## config.mk

```make
export PLATFORM = sky130hd
export DESIGN_NAME = temp_buf_ctrl_flat
export DESIGN_NICKNAME = d
export VERILOG_FILES = /design/src/rtl/temp_buf_ctrl_if.sv /design/src/rtl/temp_buf_ctrl.sv /design/src/flat_wrapper.sv
export SDC_FILE = /design/constraint.sdc
export NUM_CORES = 1
export LEC_CHECK = 0
export CORE_MARGIN = 2
export CORE_UTILIZATION = 45
export DETAILED_ROUTE_END_ITERATION = 10
export PLACE_DENSITY = 0.76
export SETUP_SLACK_MARGIN = 0.1
export SYNTH_ARGS = -nofsm -noshare
export SYNTH_HDL_FRONTEND = slang
export SYNTH_SLANG_ARGS = --single-unit
```

## constraint.sdc

```tcl
create_clock -name clk_i -period 4.8 [get_ports clk_i]
set_input_delay 1.44 -clock clk_i [delete_from_list [all_inputs] [get_ports clk_i]]
set_output_delay 1.44 -clock clk_i [all_outputs]
set_load 0.005 [all_outputs]
```

## src/rtl/temp_buf_ctrl_if.sv

```systemverilog
// Signal bundle between temp_buf_ctrl and its neighbours: MAC input stream, temp BRAM port, next-layer stream.
// Signal suffixes are from the controller's point of view; "master" is the controller, "slave" the environment.
interface temp_buf_ctrl_if #(
  parameter int MAC_CNT    = 128,
  parameter int DATA_WIDTH = 8,
  parameter int ADDR_WIDTH = $clog2(MAC_CNT)
);
  logic                  start_i;
  logic                  in_valid_i;
  logic [DATA_WIDTH-1:0] in_data_i;
  logic                  in_ready_o;
  logic                  wr_temp_en_o;
  logic [ADDR_WIDTH-1:0] temp_wr_addr_o;
  logic [DATA_WIDTH-1:0] temp_wdata_o;
  logic                  rd_temp_en_o;
  logic [ADDR_WIDTH-1:0] temp_rd_addr_o;
  logic                  clear_o;
  logic [DATA_WIDTH-1:0] temp_rdata_i;
  logic                  out_valid_o;
  logic [DATA_WIDTH-1:0] out_data_o;
  logic                  out_last_o;
  logic                  out_ready_i;
  logic                  busy_o;
  logic                  done_o;

  modport master (
    input  start_i, in_valid_i, in_data_i, temp_rdata_i, out_ready_i,
    output in_ready_o, wr_temp_en_o, temp_wr_addr_o, temp_wdata_o,
           rd_temp_en_o, temp_rd_addr_o, clear_o,
           out_valid_o, out_data_o, out_last_o, busy_o, done_o
  );

  modport slave (
    output start_i, in_valid_i, in_data_i, temp_rdata_i, out_ready_i,
    input  in_ready_o, wr_temp_en_o, temp_wr_addr_o, temp_wdata_o,
           rd_temp_en_o, temp_rd_addr_o, clear_o,
           out_valid_o, out_data_o, out_last_o, busy_o, done_o
  );
endinterface

```

## src/rtl/temp_buf_ctrl.sv

```systemverilog
// Fills the MAC temp BRAM with one frame, then drains it in address order through a 2-entry output FIFO.
// Define TEMP_BUF_CLEAR_EN to add a CLEAR state that zeroes the BRAM after every frame.
module temp_buf_ctrl #(
  parameter int MAC_CNT    = 128,
  parameter int DATA_WIDTH = 8,
  parameter int ADDR_WIDTH = $clog2(MAC_CNT)
) (
  input  logic            clk_i,
  input  logic            rst_i,
  temp_buf_ctrl_if.master bus
);

  localparam logic [1:0] IDLE  = 2'd0;
  localparam logic [1:0] FILL  = 2'd1;
  localparam logic [1:0] DRAIN = 2'd2;
`ifdef TEMP_BUF_CLEAR_EN
  localparam logic [1:0] CLEAR = 2'd3;
`endif

  localparam logic [ADDR_WIDTH:0] ONE      = {{ADDR_WIDTH{1'b0}}, 1'b1};
  localparam logic [ADDR_WIDTH:0] CNT_END  = MAC_CNT[ADDR_WIDTH:0];
  localparam logic [ADDR_WIDTH:0] LAST_IDX = CNT_END - ONE;

  logic [1:0]            state_q, state_d;
  logic [ADDR_WIDTH:0]   wrIdx_q, wrIdx_d;
  logic [ADDR_WIDTH:0]   rdIdx_q, rdIdx_d;
  logic                  wrEn_q, wrEn_d;
  logic [ADDR_WIDTH-1:0] wrAddr_q, wrAddr_d;
  logic [DATA_WIDTH-1:0] wdata_q, wdata_d;

  logic                       inFlight_q, inFlightLast_q;
  logic [1:0][DATA_WIDTH-1:0] fifoData_q;
  logic [1:0]                 fifoLast_q;
  logic                       fifoWrPtr_q, fifoRdPtr_q;
  logic [1:0]                 fifoCnt_q;

  logic inFire, pop, lastPop, rdIssue, fifoValid;

  assign inFire    = (state_q == FILL) && bus.in_valid_i;
  assign fifoValid = (fifoCnt_q != 2'd0);
  assign pop       = fifoValid && bus.out_ready_i;
  assign lastPop   = pop && fifoLast_q[fifoRdPtr_q];

  // Reads wait out the final write and never commit more words than the FIFO can still hold.
  assign rdIssue = (state_q == DRAIN) && (rdIdx_q < CNT_END) && !wrEn_q &&
                   (({1'b0, fifoCnt_q} + {2'b00, inFlight_q} - {2'b00, pop}) < 3'd2);

  always_comb begin
    state_d  = state_q;
    wrIdx_d  = wrIdx_q;
    rdIdx_d  = rdIdx_q;
    wrEn_d   = 1'b0;
    wrAddr_d = '0;
    wdata_d  = '0;
    case (state_q)
      IDLE: begin
        if (bus.start_i) begin
          state_d = FILL;
          wrIdx_d = '0;
          rdIdx_d = '0;
        end
      end
      FILL: begin
        if (inFire) begin
          wrEn_d   = 1'b1;
          wrAddr_d = wrIdx_q[ADDR_WIDTH-1:0];
          wdata_d  = bus.in_data_i;
          wrIdx_d  = wrIdx_q + ONE;
          if (wrIdx_q == LAST_IDX) state_d = DRAIN;
        end
      end
      DRAIN: begin
        if (rdIssue) rdIdx_d = rdIdx_q + ONE;
`ifdef TEMP_BUF_CLEAR_EN
        if (lastPop) state_d = CLEAR;
`else
        if (lastPop) state_d = IDLE;
`endif
      end
`ifdef TEMP_BUF_CLEAR_EN
      CLEAR: state_d = IDLE;
`endif
      default: state_d = IDLE;
    endcase
  end

  always_ff @(posedge clk_i or posedge rst_i) begin
    if (rst_i) begin
      state_q  <= IDLE;
      wrIdx_q  <= '0;
      rdIdx_q  <= '0;
      wrEn_q   <= 1'b0;
      wrAddr_q <= '0;
      wdata_q  <= '0;
    end else begin
      state_q  <= state_d;
      wrIdx_q  <= wrIdx_d;
      rdIdx_q  <= rdIdx_d;
      wrEn_q   <= wrEn_d;
      wrAddr_q <= wrAddr_d;
      wdata_q  <= wdata_d;
    end
  end

  // BRAM data arrives one cycle after the read enable and is pushed at the end of that cycle.
  always_ff @(posedge clk_i or posedge rst_i) begin
    if (rst_i) begin
      inFlight_q     <= 1'b0;
      inFlightLast_q <= 1'b0;
      fifoData_q     <= '0;
      fifoLast_q     <= '0;
      fifoWrPtr_q    <= 1'b0;
      fifoRdPtr_q    <= 1'b0;
      fifoCnt_q      <= 2'd0;
    end else begin
      inFlight_q     <= rdIssue;
      inFlightLast_q <= rdIssue && (rdIdx_q == LAST_IDX);
      if (inFlight_q) begin
        fifoData_q[fifoWrPtr_q] <= bus.temp_rdata_i;
        fifoLast_q[fifoWrPtr_q] <= inFlightLast_q;
        fifoWrPtr_q             <= ~fifoWrPtr_q;
      end
      if (pop) fifoRdPtr_q <= ~fifoRdPtr_q;
      fifoCnt_q <= fifoCnt_q + {1'b0, inFlight_q} - {1'b0, pop};
    end
  end

  assign bus.in_ready_o     = (state_q == FILL);
  assign bus.wr_temp_en_o   = wrEn_q;
  assign bus.temp_wr_addr_o = wrAddr_q;
  assign bus.temp_wdata_o   = wdata_q;
  assign bus.rd_temp_en_o   = rdIssue;
  assign bus.temp_rd_addr_o = rdIssue ? rdIdx_q[ADDR_WIDTH-1:0] : '0;
  assign bus.out_valid_o    = fifoValid;
  assign bus.out_data_o     = fifoValid ? fifoData_q[fifoRdPtr_q] : '0;
  assign bus.out_last_o     = fifoValid && fifoLast_q[fifoRdPtr_q];
  assign bus.busy_o         = (state_q != IDLE);

`ifdef TEMP_BUF_CLEAR_EN
  assign bus.clear_o = (state_q == CLEAR);
  assign bus.done_o  = (state_q == CLEAR);
`else
  logic done_q;

  always_ff @(posedge clk_i or posedge rst_i) begin
    if (rst_i) done_q <= 1'b0;
    else       done_q <= lastPop;
  end

  assign bus.clear_o = 1'b0;
  assign bus.done_o  = done_q;
`endif

endmodule

```

## src/flat_wrapper.sv

```systemverilog
// flat-port wrapper written by rule: the top's interface ports become plain ports
module temp_buf_ctrl_flat 
#(
  parameter int MAC_CNT    = 128,
  parameter int DATA_WIDTH = 8,
  parameter int ADDR_WIDTH = $clog2(MAC_CNT)
)
  (clk_i, rst_i, bus_start_i, bus_in_valid_i, bus_in_data_i, bus_temp_rdata_i, bus_out_ready_i, bus_in_ready_o, bus_wr_temp_en_o, bus_temp_wr_addr_o, bus_temp_wdata_o, bus_rd_temp_en_o, bus_temp_rd_addr_o, bus_clear_o, bus_out_valid_o, bus_out_data_o, bus_out_last_o, bus_busy_o, bus_done_o);
  temp_buf_ctrl_if #(.MAC_CNT(MAC_CNT), .DATA_WIDTH(DATA_WIDTH), .ADDR_WIDTH(ADDR_WIDTH)) bus_i ();
  input  logic clk_i;
  input  logic rst_i;
  input wire logic [$bits(bus_i.start_i)-1:0] bus_start_i;
  input wire logic [$bits(bus_i.in_valid_i)-1:0] bus_in_valid_i;
  input wire logic [$bits(bus_i.in_data_i)-1:0] bus_in_data_i;
  input wire logic [$bits(bus_i.temp_rdata_i)-1:0] bus_temp_rdata_i;
  input wire logic [$bits(bus_i.out_ready_i)-1:0] bus_out_ready_i;
  output wire logic [$bits(bus_i.in_ready_o)-1:0] bus_in_ready_o;
  output wire logic [$bits(bus_i.wr_temp_en_o)-1:0] bus_wr_temp_en_o;
  output wire logic [$bits(bus_i.temp_wr_addr_o)-1:0] bus_temp_wr_addr_o;
  output wire logic [$bits(bus_i.temp_wdata_o)-1:0] bus_temp_wdata_o;
  output wire logic [$bits(bus_i.rd_temp_en_o)-1:0] bus_rd_temp_en_o;
  output wire logic [$bits(bus_i.temp_rd_addr_o)-1:0] bus_temp_rd_addr_o;
  output wire logic [$bits(bus_i.clear_o)-1:0] bus_clear_o;
  output wire logic [$bits(bus_i.out_valid_o)-1:0] bus_out_valid_o;
  output wire logic [$bits(bus_i.out_data_o)-1:0] bus_out_data_o;
  output wire logic [$bits(bus_i.out_last_o)-1:0] bus_out_last_o;
  output wire logic [$bits(bus_i.busy_o)-1:0] bus_busy_o;
  output wire logic [$bits(bus_i.done_o)-1:0] bus_done_o;
  assign bus_i.start_i = bus_start_i;
  assign bus_i.in_valid_i = bus_in_valid_i;
  assign bus_i.in_data_i = bus_in_data_i;
  assign bus_i.temp_rdata_i = bus_temp_rdata_i;
  assign bus_i.out_ready_i = bus_out_ready_i;
  assign bus_in_ready_o = bus_i.in_ready_o;
  assign bus_wr_temp_en_o = bus_i.wr_temp_en_o;
  assign bus_temp_wr_addr_o = bus_i.temp_wr_addr_o;
  assign bus_temp_wdata_o = bus_i.temp_wdata_o;
  assign bus_rd_temp_en_o = bus_i.rd_temp_en_o;
  assign bus_temp_rd_addr_o = bus_i.temp_rd_addr_o;
  assign bus_clear_o = bus_i.clear_o;
  assign bus_out_valid_o = bus_i.out_valid_o;
  assign bus_out_data_o = bus_i.out_data_o;
  assign bus_out_last_o = bus_i.out_last_o;
  assign bus_busy_o = bus_i.busy_o;
  assign bus_done_o = bus_i.done_o;
  temp_buf_ctrl #(.MAC_CNT(MAC_CNT), .DATA_WIDTH(DATA_WIDTH), .ADDR_WIDTH(ADDR_WIDTH)) u_core (.clk_i(clk_i), .rst_i(rst_i), .bus(bus_i));
endmodule
```

==> flow_summary.json <==
{
  "cts_made_buffers": 9,
  "postSynth.asyncResetShare_pct": 100,
  "timing_worst_setup_path_type": "input pin to primary output",
  "grt.busiest_layer": "met2",
  "n_antenna_cell": 0,
  "flow.area_growth_from_synthesis_pct": 46.4,
  "grt_antenna_before_repair": 0,
  "final_layout_net_count": 350,
  "dieWidth_um": 80.0,
  "final_layout_size_suffix_gt1_share_pct": 32.0,
  "synth-seq-cells": 59,
  "final-seq-area_um2": 1480,
  "timing.critical_path.required_ps": 3360,
  "postSynthAreaPerCell_um2": 11.8,
  "synthDistinctLibCells": 41,
  "drt_wl_total_mm": 5.84,
  "synthTopCellsByCount": "dfrtp_1, nor2_1, and2_1, mux2_2, inv_1",
  "critical_path.reg2reg.startpoint": "u_core.fifoCnt_q[1]",
  "run_status": "finished with violations",
  "cellLeakagePower_nw": 1.81,
  "period_minus_slack_ps": 4950,
  "drc": 0,
  "starting_density_of_the_core_pct": 46.9,
  "violations": "setup timing",
  "grt_util_met1_pct": 23.2,
  "dpl.hpwl_mm": 3.58,
  "timing.final.crit_share_pct": 103,
  "length_in_cells_of_the_worst_reg_to_reg_path": 30,
  "p_per_area_nw_per_um2": 395,
  "detail-route-antenna-nets": 0,
  "start_kind": "input pin",
  "filler_cell_count": 422,
  "timing.critical_path.slowest_stage_cell": "fa_1",
  "h_tree_level_count": 3,
  "synth_top_cells_by_area": "dfrtp_1, mux2_2, and2_1",
  "synth-simple-area-share_pct": 18.2,
  "critPathMaxFanout": 4,
  "final_area_um2": 3800,
  "row_count": 27,
  "grt_use_total_pct": 20.6,
  "synth_sequential_area_ratio_pct": 56.9,
  "detail_route.first_pass.iterations": 4,
  "synth_cells": 220,
  "die_area_um2": 6390,
  "crit_path_max_incr_delay_ps": 500,
  "hold_end": "u_core.fifoWrPtr_q",
  "gp_routability_congestion": 0.773,
  "crit_path_cell_trace": "buf_6 > o21ai_2 > inv_1 > ha_1 > inv_1 > ha_2 > inv_2 > fa_1 > nor3b_4 > nand3_2 > inv_4 > buf_6 > buf_6 > and2_4 > buf_6",
  "timing.reg2reg.setup_slack_ps": 760,
  "finalNonFillerCells": 400,
  "core_area_um2": 5540,
  "yosys.cell_count.top_type": "dfrtp_1",
  "arrival_ps": 3510,
  "cts_root_buffer": "clkbuf_8",
  "fmaxAchievable_mhz": 202,
  "number_of_top_level_design_ports": 59,
  "post_synth_mux_area_share_pct": 11.7,
  "slew_headroom_pct": 50.4,
  "synth_enable_flop_cells": 0,
  "hold-path-cell-count": 1,
  "compound_gate_fraction_of_synth_area_pct": 4.77,
  "final.setup.worst_slack_ps": -150,
  "synth_nets": 246,
  "detailroute.via_count": 1997,
  "worstReg2RegEnd": "u_core.state_q[1]",
  "worst_path_most_repeated_cell": "buf_6",
  "cap_viol_max_count": 0,
  "met3_usage_pct": 5.54,
  "finalSetupViolations": 8,
  "synth_area_um2": 2600,
  "hold_violations": 0,
  "first_global_vias": 2070,
  "ir_drop_uv": 176,
  "worstHoldPathType": "register to register",
  "chip_height_um": 80.0,
  "clkSinkCount": 59,
  "final_max_slew_viol_count": 0,
  "critical_path_endpoint_category": "primary output",
  "yosys.area_share.adder_pct": 2.70,
  "gr-usage-met2_pct": 35.6,
  "detailedRoute.firstIterationViolations": 92,
  "dp_cells": 351,
  "grt_start_max_net_pins": 38,
  "yosysTopAreaCellShare_pct": 56.9,
  "finalPower_mw": 1.50,
  "netlist.top_cell.by_area": "dfrtp_1",
  "drt-wirelength-per-cell_um": 14.6,
  "grt_pass1_wl_mm": 9.70,
  "clock_tree_from_tritoncts": "yes",
  "worst_hold_startpoint": "u_core.inFlight_q",
  "globalRouteOverflowTotal": 0,
  "ys_warnings": 0,
  "via_density_per_instance": 4.99,
  "clk-insertion-delay-late_ps": 330,
  "synth_top_family_by_area": "simple AND/OR/NAND/NOR gates",
  "fin_worst_skew_ps": 7.32,
  "synthesized_area_fraction_occupied_by_xor_and_xnor_cells_pct": 2.36,
  "tightestPinTransition_ps": 743,
  "multi_input_area_um2": 1090,
  "grt_setup_unrepaired": "true",
  "port_buffers": 57,
  "cts-root-to-sink-buffers": 2,
  "synth-main-ff-cell": "dfrtp_1",
  "path_clk_slew_ps": 60,
  "placed_area_um2": 3280
}
## where the power goes
group	switching, mW	internal, mW
combinational	0.174	0.303
sequential	0.0741	0.547
clock	0.179	0.225
## worst max path at each step
stage | from | end | slack [ps] | cells past startpoint
floorplan | bus_out_ready_i | bus_temp_rd_addr_o[0] | 110 | 11
finish | bus_out_ready_i | bus_temp_rd_addr_o[3] | -150 | 15
global placement | bus_out_ready_i | bus_temp_rd_addr_o[1] | -740 | 13
CTS | bus_out_ready_i | bus_temp_rd_addr_o[3] | -150 | 15
detailed placement | bus_out_ready_i | bus_temp_rd_addr_o[3] | -750 | 13
global route | bus_out_ready_i | bus_temp_rd_addr_o[3] | -230 | 15
## critical path: cells and delay by family
family,cells,cell delay [ps]
fa+ha+maj,3,940
buf+inv,8,590
simple gates,3,470
compound gates,1,50
## sequential cells by signal, indices dropped and copies added (netlist names), 2 cells and up
name	count
u_core.bus.temp_wdata_o	8
u_core.bus.temp_wr_addr_o	7
u_core.fifoCnt_q	2
u_core.fifoData_q	16
u_core.fifoLast_q	2
u_core.rdIdx_q	8
u_core.state_q	2
u_core.wrIdx_q	8
## cell families after synthesis
kind of cell             count (synthesis)
AND/OR/NAND/NOR                         83
flip-flops                              59
multiplexers                            28
AO/OA/AOI/OAI                           19
buffers and inverters                   18
XOR/XNOR                                 7
adder cells (fa/ha/maj)                  5
other                                    1
## cells in the final DEF (no fill, tap or decap), types with 3 or more instances in the layout
cell type,netlist,final
a21oi_1,3,3
xor2_1,4,4
mux2_2,19,19
inv_1,12,10
buf_2,2,4
clkdlybuf4s50_1,0,48
o21ai_0,8,7
nor2_1,21,19
nand3_1,10,10
and2_4,0,3
ha_1,4,3
and2_1,20,17
nand4_1,4,4
buf_4,2,27
nand2_1,10,10
or3_1,4,4
dfrtp_1,59,59
buf_6,1,19
mux2i_1,9,9
clkbuf_8,0,12
## area by class of cell
| cell class | count | area share, % |
|---|---|---|
| multi-input combinational | 143 | 28.6 |
| tap | 72 | 2.37 |
| clock buffer | 13 | 4.45 |
| clock inverter | 2 | 0.263 |
| sequential | 59 | 38.9 |
| inverter | 13 | 1.35 |
| timing repair buffer | 98 | 24.1 |
## per-stage QoR
stage	setup WS, ps	util, %	setup TNS [ps]	hold WS [ps]
global placement	-742	59.2	-5860	482
detailed placement	-751	59.2	-5920	482
global route	-233	68.6	-1450	502
CTS	-152	68.7	-796	489
finish	-150	68.6	-793	486
floorplan	107	-	0	460
## timing repair
action                                  4_1_cts  5_1_grt
hold buffers                                  0        0
pin swaps                                     4        6
setup buffers                                37        1
endpoints found under the setup margin        8       11
gates resized for setup                      65        7
## metal layers
metal	up-vias	wire, µm	part of all wire, %
li1	959	-	-
met2	57	3130	54
met3	11	271	4.6
met4	0	89	1.5
met1	970	2340	40
met5	-	0	0
Note: power is estimated with default switching activity, not from simulation.
